File: src/rtl/bus_dma_if.sv
// Word-addressed system bus as seen by a bus master: address, byte write enables,
// write data out and registered read data back.
interface bus_dma_if;
   logic [29:0] bus_addr;
   logic [31:0] bus_data_r;
   logic [31:0] bus_data_w;
   logic [3:0]  bus_mask_w;

   modport master (
      output bus_addr,
      output bus_data_w,
      output bus_mask_w,
      input  bus_data_r
   );

   modport slave (
      input  bus_addr,
      input  bus_data_w,
      input  bus_mask_w,
      output bus_data_r
   );
endinterface

File: src/rtl/bus_dma.sv
// Block copy / fill engine on the word-address bus. Copy alternates READ and WRITE
// cycles (2 cycles/word); fill issues a write every cycle.
module bus_dma #(
   parameter int LEN_BITS = 16
) (
   input  logic                clock,
   input  logic                reset,
   input  logic                start,
   input  logic                fill_mode,
   input  logic [29:0]         src_addr,
   input  logic [29:0]         dst_addr,
   input  logic [LEN_BITS-1:0] count,
   input  logic [31:0]         fill_data,
   output logic                busy,
   output logic                done,
   output logic [31:0]         sum,
   bus_dma_if.master           bus
);

   typedef enum logic [1:0] {
      S_IDLE  = 2'd0,
      S_READ  = 2'd1,
      S_WRITE = 2'd2
   } state_t;

   state_t              r_state;
   state_t              w_state_nxt;
   logic [29:0]         r_src;
   logic [29:0]         r_dst;
   logic [LEN_BITS-1:0] r_rem;
   logic                r_fill;
   logic [31:0]         r_fill_data;
   logic [31:0]         r_sum;
   logic                r_done;
   logic                w_accept;
   logic                w_last;
   logic [31:0]         w_wdata;

   assign w_accept = (r_state == S_IDLE) && start;
   assign w_last   = (r_state == S_WRITE) && (r_rem == LEN_BITS'(1));

   // Read data flows straight through to the write port in a copy WRITE cycle.
   assign w_wdata = (r_state != S_WRITE) ? 32'h0 :
                    (r_fill ? r_fill_data : bus.bus_data_r);

   always_ff @(posedge clock or posedge reset) begin
      if (reset) begin
         r_state <= S_IDLE;
      end else begin
         r_state <= w_state_nxt;
      end
   end

   always_comb begin
      w_state_nxt    = r_state;
      bus.bus_addr   = 30'h0;
      bus.bus_mask_w = 4'h0;
      bus.bus_data_w = 32'h0;
      case (r_state)
         S_IDLE: begin
            if (start && (count != '0)) begin
               w_state_nxt = fill_mode ? S_WRITE : S_READ;
            end
         end
         S_READ: begin
            bus.bus_addr = r_src;
            w_state_nxt  = S_WRITE;
         end
         S_WRITE: begin
            bus.bus_addr   = r_dst;
            bus.bus_mask_w = 4'hF;
            bus.bus_data_w = w_wdata;
            if (w_last) begin
               w_state_nxt = S_IDLE;
            end else begin
               w_state_nxt = r_fill ? S_WRITE : S_READ;
            end
         end
         default: begin
            w_state_nxt = S_IDLE;
         end
      endcase
   end

   always_ff @(posedge clock or posedge reset) begin
      if (reset) begin
         r_src       <= 30'h0;
         r_dst       <= 30'h0;
         r_rem       <= '0;
         r_fill      <= 1'b0;
         r_fill_data <= 32'h0;
         r_sum       <= 32'h0;
         r_done      <= 1'b0;
      end else begin
         r_done <= 1'b0;
         if (w_accept) begin
            r_sum <= 32'h0;
            if (count == '0) begin
               r_done <= 1'b1;
            end else begin
               r_src       <= src_addr;
               r_dst       <= dst_addr;
               r_rem       <= count;
               r_fill      <= fill_mode;
               r_fill_data <= fill_data;
            end
         end
         if (r_state == S_WRITE) begin
            r_sum <= r_sum + w_wdata;
            r_src <= r_src + 30'd1;
            r_dst <= r_dst + 30'd1;
            r_rem <= r_rem - LEN_BITS'(1);
            if (w_last) begin
               r_done <= 1'b1;
            end
         end
      end
   end

   assign busy = (r_state != S_IDLE);
   assign done = r_done;
   assign sum  = r_sum;

endmodule

File: src/flat_wrapper.sv
// flat-port wrapper written by rule: the top's interface ports become plain ports
module bus_dma_flat 
#(
   parameter int LEN_BITS = 16
)
  (clock, reset, start, fill_mode, src_addr, dst_addr, count, fill_data, busy, done, sum, bus_bus_addr, bus_bus_data_w, bus_bus_mask_w, bus_bus_data_r);
  bus_dma_if bus_i ();
  input  logic clock;
  input  logic reset;
  input  logic start;
  input  logic fill_mode;
  input  logic [29:0] src_addr;
  input  logic [29:0] dst_addr;
  input  logic [LEN_BITS-1:0] count;
  input  logic [31:0] fill_data;
  output logic busy;
  output logic done;
  output logic [31:0] sum;
  output wire logic [$bits(bus_i.bus_addr)-1:0] bus_bus_addr;
  output wire logic [$bits(bus_i.bus_data_w)-1:0] bus_bus_data_w;
  output wire logic [$bits(bus_i.bus_mask_w)-1:0] bus_bus_mask_w;
  input wire logic [$bits(bus_i.bus_data_r)-1:0] bus_bus_data_r;
  assign bus_bus_addr = bus_i.bus_addr;
  assign bus_bus_data_w = bus_i.bus_data_w;
  assign bus_bus_mask_w = bus_i.bus_mask_w;
  assign bus_i.bus_data_r = bus_bus_data_r;
  bus_dma #(.LEN_BITS(LEN_BITS)) u_core (.clock(clock), .reset(reset), .start(start), .fill_mode(fill_mode), .src_addr(src_addr), .dst_addr(dst_addr), .count(count), .fill_data(fill_data), .busy(busy), .done(done), .sum(sum), .bus(bus_i));
endmodule
File: config.mk
export PLATFORM = sky130hd
export DESIGN_NAME = bus_dma_flat
export DESIGN_NICKNAME = d
export VERILOG_FILES = /design/src/rtl/bus_dma_if.sv /design/src/rtl/bus_dma.sv /design/src/flat_wrapper.sv
export SDC_FILE = /design/constraint.sdc
export NUM_CORES = 1
export LEC_CHECK = 0
export CAP_MARGIN = 20
export CORE_MARGIN = 2
export CORE_UTILIZATION = 30
export DETAILED_ROUTE_END_ITERATION = 6
export GPL_TIMING_DRIVEN = 0
export PLACE_DENSITY = 0.61
export SLEW_MARGIN = 25
export SYNTH_ARGS = -nofsm -noshare
export SYNTH_HDL_FRONTEND = slang
export SYNTH_SLANG_ARGS = --single-unit
File: constraint.sdc
create_clock -name clock -period 12 [get_ports clock]
set_input_delay 1.8 -clock clock [delete_from_list [all_inputs] [get_ports clock]]
set_output_delay 1.8 -clock clock [all_outputs]
set_load 0.05 [all_outputs]
After elaboration in Yosys (flattened, before gate mapping)
Cells that the tools add are included.
{ "totals": {"word_cells": 54, "inputBits": 144, "reg_bits": 144, "out_inout_bits": 100} }
{ "classes": {"bitwise_logic": 1, "n_mux": 25, "n_eq_ne": 6, "add_sub_neg": 4, "n_reduce_logical": 10} }
{ "op_table": {"columns": ["op", "n"], "rows": [
  ["$mux 30", 6],
  ["$mux 32", 5],
  ["$add 30x1->30 const B", 2],
  ["$pmux 30 s2", 1],
  ["$mux 16", 3],
  ["$add 32x32->32", 1],
  ["$eq 16x1->1 const B", 1],
  ["$logic_not 16->1", 1],
  ["$reduce_bool 16->1", 1],
  ["$sub 16x1->16 const B", 1],
  ["$mux 2", 4],
  ["$pmux 2 s3", 1],
  ["$mux 1", 4],
  ["$mux 4", 1],
  ["$ne 2x2->1 const B", 2],
  ["$reduce_and 2->1", 2],
  ["$reduce_bool 2->1", 2],
  ["$logic_and 1x1->1", 3],
  ["$eq 2x1->1 const B", 1],
  ["$eq 2x2->1 const B", 1],
  ["$logic_not 2->1", 1],
  ["$ne 2x1->1 const B", 1],
  ["$not 1->1", 1]
]} }

Longest topological paths before layout
Gate-level depths: netlist of the first run.
{ "logic_depth": {"ltp_word": 5, "depth_mapped": 19, "depth_no_buf": 15} }

Least setup slack after synthesis of the first run
OpenSTA, ideal clock, no wires.
{ "synth_path": {"kind": "register to output", "start": "reg u_core.r_state[0]", "end": "out bus_bus_addr[11]", "slack_ps": 7050, "t_required_ps": 10200, "arrival_ps": 3150, "n_path_buf": 3, "path_stages_with_launch": 8, "path_cell_list": "dfrtp_1 -> inv_1 -> ha_1 -> clkbuf_1 -> clkbuf_1 -> clkbuf_1 -> nand2_1 -> a21boi_0"} }
{ "synth_between": {"elab_chain_len": 2, "word_cells_on_any_way": 3, "cone_classes": "2 x eq/ne; 1 x mux"} }
{ "synth_lines": {"columns": ["item", "line_no", "source"], "rows": [
  ["start, declared", "bus_dma.sv:26", "state_t r_state;"],
  ["start signal, assigned", "bus_dma.sv:50", "r_state <= w_state_nxt;"],
  ["$eq 2x2->1 or $eq 2x1->1 (tied branches)", "bus_dma.sv:59", "case (r_state)"],
  ["$pmux 30 s2 (*)", "bus_dma.sv:59", null],
  ["end, declared", "flat_wrapper.sv:19", "output wire logic [$bits(bus_i.bus_addr)-1:0] bus_bus_addr;"]
]} }
Mark *: on every way between the ends. The rest lies on a longest branch, timed or not.

Final worst setup path of the first run
{ "layout_path": {"start": "reg u_core.r_state[0]", "end": "out bus_bus_data_w[29]"} }
{ "layout_between": {"elab_chain_len": 3, "word_cells_on_any_way": 4, "cone_classes": "2 x eq/ne; 2 x mux"} }
{ "layout_lines": {"columns": ["item", "line_no", "source"], "rows": [
  ["$ne 2x2->1", "bus_dma.sv:43", "assign w_wdata = (r_state != S_WRITE) ? 32'h0 :"],
  ["$mux 32", "bus_dma.sv:43", null],
  ["$mux 32 (*)", "bus_dma.sv:59", null],
  ["end, declared", "flat_wrapper.sv:20", "output wire logic [$bits(bus_i.bus_data_w)-1:0] bus_bus_data_w;"]
]} }
Marks and branches as above.

==> results of run 1 <==
-- registers in the layout (all words and copies together), names as in the netlist --
signal and cells:
u_core.r_fill 1, u_core.r_state 2, u_core.r_rem 16, u_core.r_dst 30
u_core.sum 32, u_core.done 1, u_core.r_fill_data 32, u_core.r_src 30
-- area by class of cell --
| type | count | share of cell area |
|---|---|---|
| multi-input cells | 914 | 0.4229 |
| flip-flops and latches | 144 | 0.2791 |
| repair buffers | 244 | 0.1905 |
| well taps | 396 | 0.03838 |
| clock buffers | 18 | 0.03324 |
| plain buffers | 66 | 0.02103 |
| inverters | 25 | 0.007850 |
| clock inverters | 12 | 0.006784 |
| diodes | 1 | 0.0001938 |
-- per-layer routing --
| layer | global-route usage | vias up | routed length [um] |
|---|---|---|---|
| li1 | - | 4649 | - |
| met1 | 0.2837 | 4731 | 15800 |
| met2 | 0.3718 | 439 | 17370 |
| met3 | 0.05765 | 49 | 3147 |
| met4 | 0.05756 | 0 | 659 |
| met5 | 0 | - | 0 |
-- cells in the mapped netlist (8+ instances only) --
library cell | count | area, um2
a21boi_0 | 10 | 75.07
nand4_1 | 13 | 81.33
a311oi_1 | 10 | 87.58
ha_1 | 39 | 488.0
nor2_1 | 116 | 435.4
xor2_1 | 15 | 131.4
and3_1 | 18 | 112.6
buf_1 | 9 | 33.78
nand3_1 | 39 | 195.2
buf_2 | 9 | 45.04
a21o_1 | 10 | 75.07
o21ai_0 | 67 | 335.3
inv_1 | 25 | 93.84
o211ai_1 | 8 | 60.06
mux2i_1 | 35 | 350.3
a22oi_1 | 25 | 187.7
nor3_1 | 23 | 115.1
nand2_1 | 216 | 810.8
dfrtp_1 | 144 | 3603
o22ai_1 | 15 | 93.84
nor2b_1 | 25 | 156.4
xnor2_1 | 18 | 157.7
a211oi_1 | 30 | 225.2
a21oi_1 | 79 | 395.4
clkbuf_1 | 44 | 165.2
-- power by group through the flow --
stage	logic, mW	clock network, mW	registers, mW
5_1_grt	2.39	0.525	0.956
2_1_floorplan	1.35	0	1.01
3_5_place_dp	2.21	0	0.926
4_1_cts	2.22	0.502	0.921
6_report	2.22	0.495	0.929
3_3_place_gp	2.19	0	0.918
-- path summary, 6_finish.rpt --
| check | start | to | slack, ps | depth (start not counted) |
|---|---|---|---|---|
| worst max-delay path | u_core.r_state[0] | bus_bus_data_w[29] | 5230 | 9 |
| worst min-delay path | u_core.r_fill_data[29] | u_core.r_fill_data[29] | 470 | 2 |
| worst max register to register | u_core.r_state[0] | u_core.sum[31] | 5840 | 18 |
| worst min register to register | u_core.r_fill_data[29] | u_core.r_fill_data[29] | 470 | 2 |
| max in group asynchronous | reset | u_core.sum[28] | 9350 | 3 |
| min in group asynchronous | reset | u_core.r_fill_data[6] | 1860 | 2 |
-- through the flow --
stage,total power [mW],setup WS [ps],cells,hold slack [ps]
after global routing,3.873,4958,1819,497.3
after global placement,3.105,3631,1788,457.3
final,3.642,5232,1820,474.3
after floorplan,2.354,6334,1149,440.1
after CTS,3.646,5149,1819,479.3
after detailed placement,3.138,5621,1789,461.9
-- kinds of logic (layout without fill, tap and decap cells) --
group | count (synthesis) | after routing | share of synthesized area
simple gates | 497 | 497 | 0.2433
compound gates | 308 | 308 | 0.2127
flops | 144 | 144 | 0.3823
buf+inv | 91 | 365 | 0.03876
fa+ha+maj | 40 | 40 | 0.05390
mux | 36 | 36 | 0.03836
xor+xnor | 33 | 33 | 0.03067
other cells | 0 | 1 | 0
-- tightest hold or removal path: stages, from the launching register on --
cell and delay, ps:
dfrtp_1 340, nand2_1 50, nand2_1 50
==> results.sh, run 1 <==
export IMPL_status="finished, final reports clean"
export IMPL_cp_slowest_stage_delay_ps=760
export IMPL_fin_area_um2=12910
export IMPL_pwr_share_comb=0.609
export IMPL_grt_pass1_vias=9546
export IMPL_cts_buffer_depth=2
export IMPL_drtAntennaViolNets=0
export IMPL_hold_buffers=0
export IMPL_synth_cell_type_count=69
export IMPL_finClkSkew_ps=21.69
export IMPL_p_leak_nw=5.305
export IMPL_fmax_mhz=147.8
export IMPL_synthCells=1149
export IMPL_area_growth_pct=36.97
export IMPL_power_frac_clock=0.136
export IMPL_yosysWarningCount=0
export IMPL_cpMostUsedCell="clkbuf_1"
export IMPL_worstSetupEndpointType="output port"
export IMPL_nets=1596
export IMPL_clk_pin_slew_ps=60
export IMPL_power_density_nw_per_um2=282.1
export IMPL_mostFrequentLayoutCells="clkdlybuf4s50_1 (243), nand2_1 (216), dfrtp_1 (144), nor2_1 (115), a21oi_1 (79)"
export IMPL_worst_setup_path_type="reg -> out"
export IMPL_synth_area_um2=9425
export IMPL_core_area_um2=30750
export IMPL_worstPathArrival_ps=4970
export IMPL_seqPwrFrac=0.255
export IMPL_wl_per_cell_um=20.32
export IMPL_register_area_um2=3603
export IMPL_grt_pass1_wl_um=56220
export IMPL_cpMaxStageDelayCell="clkdlybuf4s50_1"
export IMPL_dr_first_iter_drc_count=818
export IMPL_drc_errors=0
export IMPL_grt_overflow_total=0
export IMPL_cts_htree_levels=4
export IMPL_io_buffers=243
export IMPL_syn_num_nets=1333
export IMPL_grtUsageTotal=0.2218
export IMPL_crit_required_ps=10200
export IMPL_fp_dieW_um=181.3
export IMPL_worst_pin_slew_ps=1020
export IMPL_drt_total_wl_um=36980
export IMPL_start_util=0.3065
export IMPL_dieArea_um2=32850
export IMPL_ys_seq_elements=144
export IMPL_dpl_cell_area_um2=12390
export IMPL_fin_crit_sh=0.5640
export IMPL_layout_drive_gt1_share=0.04638
export IMPL_cts_sinks=144
export IMPL_grt_max_degree=75
export IMPL_crit_chain="inv_1 -> ha_1 -> inv_1 -> clkbuf_1 -> clkbuf_1 -> clkbuf_1 -> clkbuf_1 -> nor2_1 -> clkdlybuf4s50_1"
export IMPL_seq_area_frac_synth=0.3823
export IMPL_grt_antenna_before_repair=1
export IMPL_p_int_mw=1.713
export IMPL_ys_flop_type="dfrtp_1"
export IMPL_drv_cap=0
export IMPL_finalHoldViolations=0
export IMPL_dr_pass1_iters=6
export IMPL_cts_root_buf="clkbuf_16"
export IMPL_place_gp_congestion=0.9337
export IMPL_multi_input_comb_area_um2=5459
export IMPL_ios=244
export IMPL_die_y_um=181.3
export IMPL_synth_edff_count=0
export IMPL_cts_tree="done"
export IMPL_cp_top_family="buffers and inverters"
export IMPL_nFillCells=3185
export IMPL_fin_tns_setup_ps=0
export IMPL_ir_worst_vdd_v=0.0001418
export IMPL_min_path_type="reg -> reg"
export IMPL_slew_headroom=0.3200
export IMPL_maxSlewViolCount=0
export IMPL_post_route_min_period_ps=6768
export IMPL_p_switching_mw=1.929
export IMPL_layout_commonest_cell="clkdlybuf4s50_1"
export IMPL_post_route_util=0.4198
export IMPL_postCtsResizedCells=0
export IMPL_swShare=0.5296
export IMPL_setup_viol=0
export IMPL_cts_buffers=17
export IMPL_path_buf_inv=7
export IMPL_vias_per_cell=5.422
export IMPL_vias=9868
export IMPL_dp_hpwl_um=27460
export IMPL_insertion_delay_ps=440
export IMPL_rsz0062_at_grt="false"
export IMPL_worstSetupStartpointType="register"
export IMPL_synth_area_per_cell_um2=8.203
export IMPL_postCtsSetupRepairBufs=0
export IMPL_cp_max_fo=10
export IMPL_synthArstFlopShare=1.000
export IMPL_rows=64
Power figures use the tool's default switching activity.
==> run 2, diff against run 1 <==
clock period = 6.8 ns   (was 12 ns; I/O delays follow)
==> results of run 2 <==
Same layout as run 1 (identical final DEF). Status: finished, final reports clean.
Main changes from that run: setup slack after placement 5621 ps -> 599.4 ps; setup slack after layout 5232 ps -> 641.7 ps; end point of the critical path bus_bus_data_w[29] -> u_core.sum[31]; register-to-register setup slack 5840 ps -> 640 ps; total power 3.642 mW -> 6.427 mW; worst IR drop on VDD 0.0001418 V -> 0.0002503 V
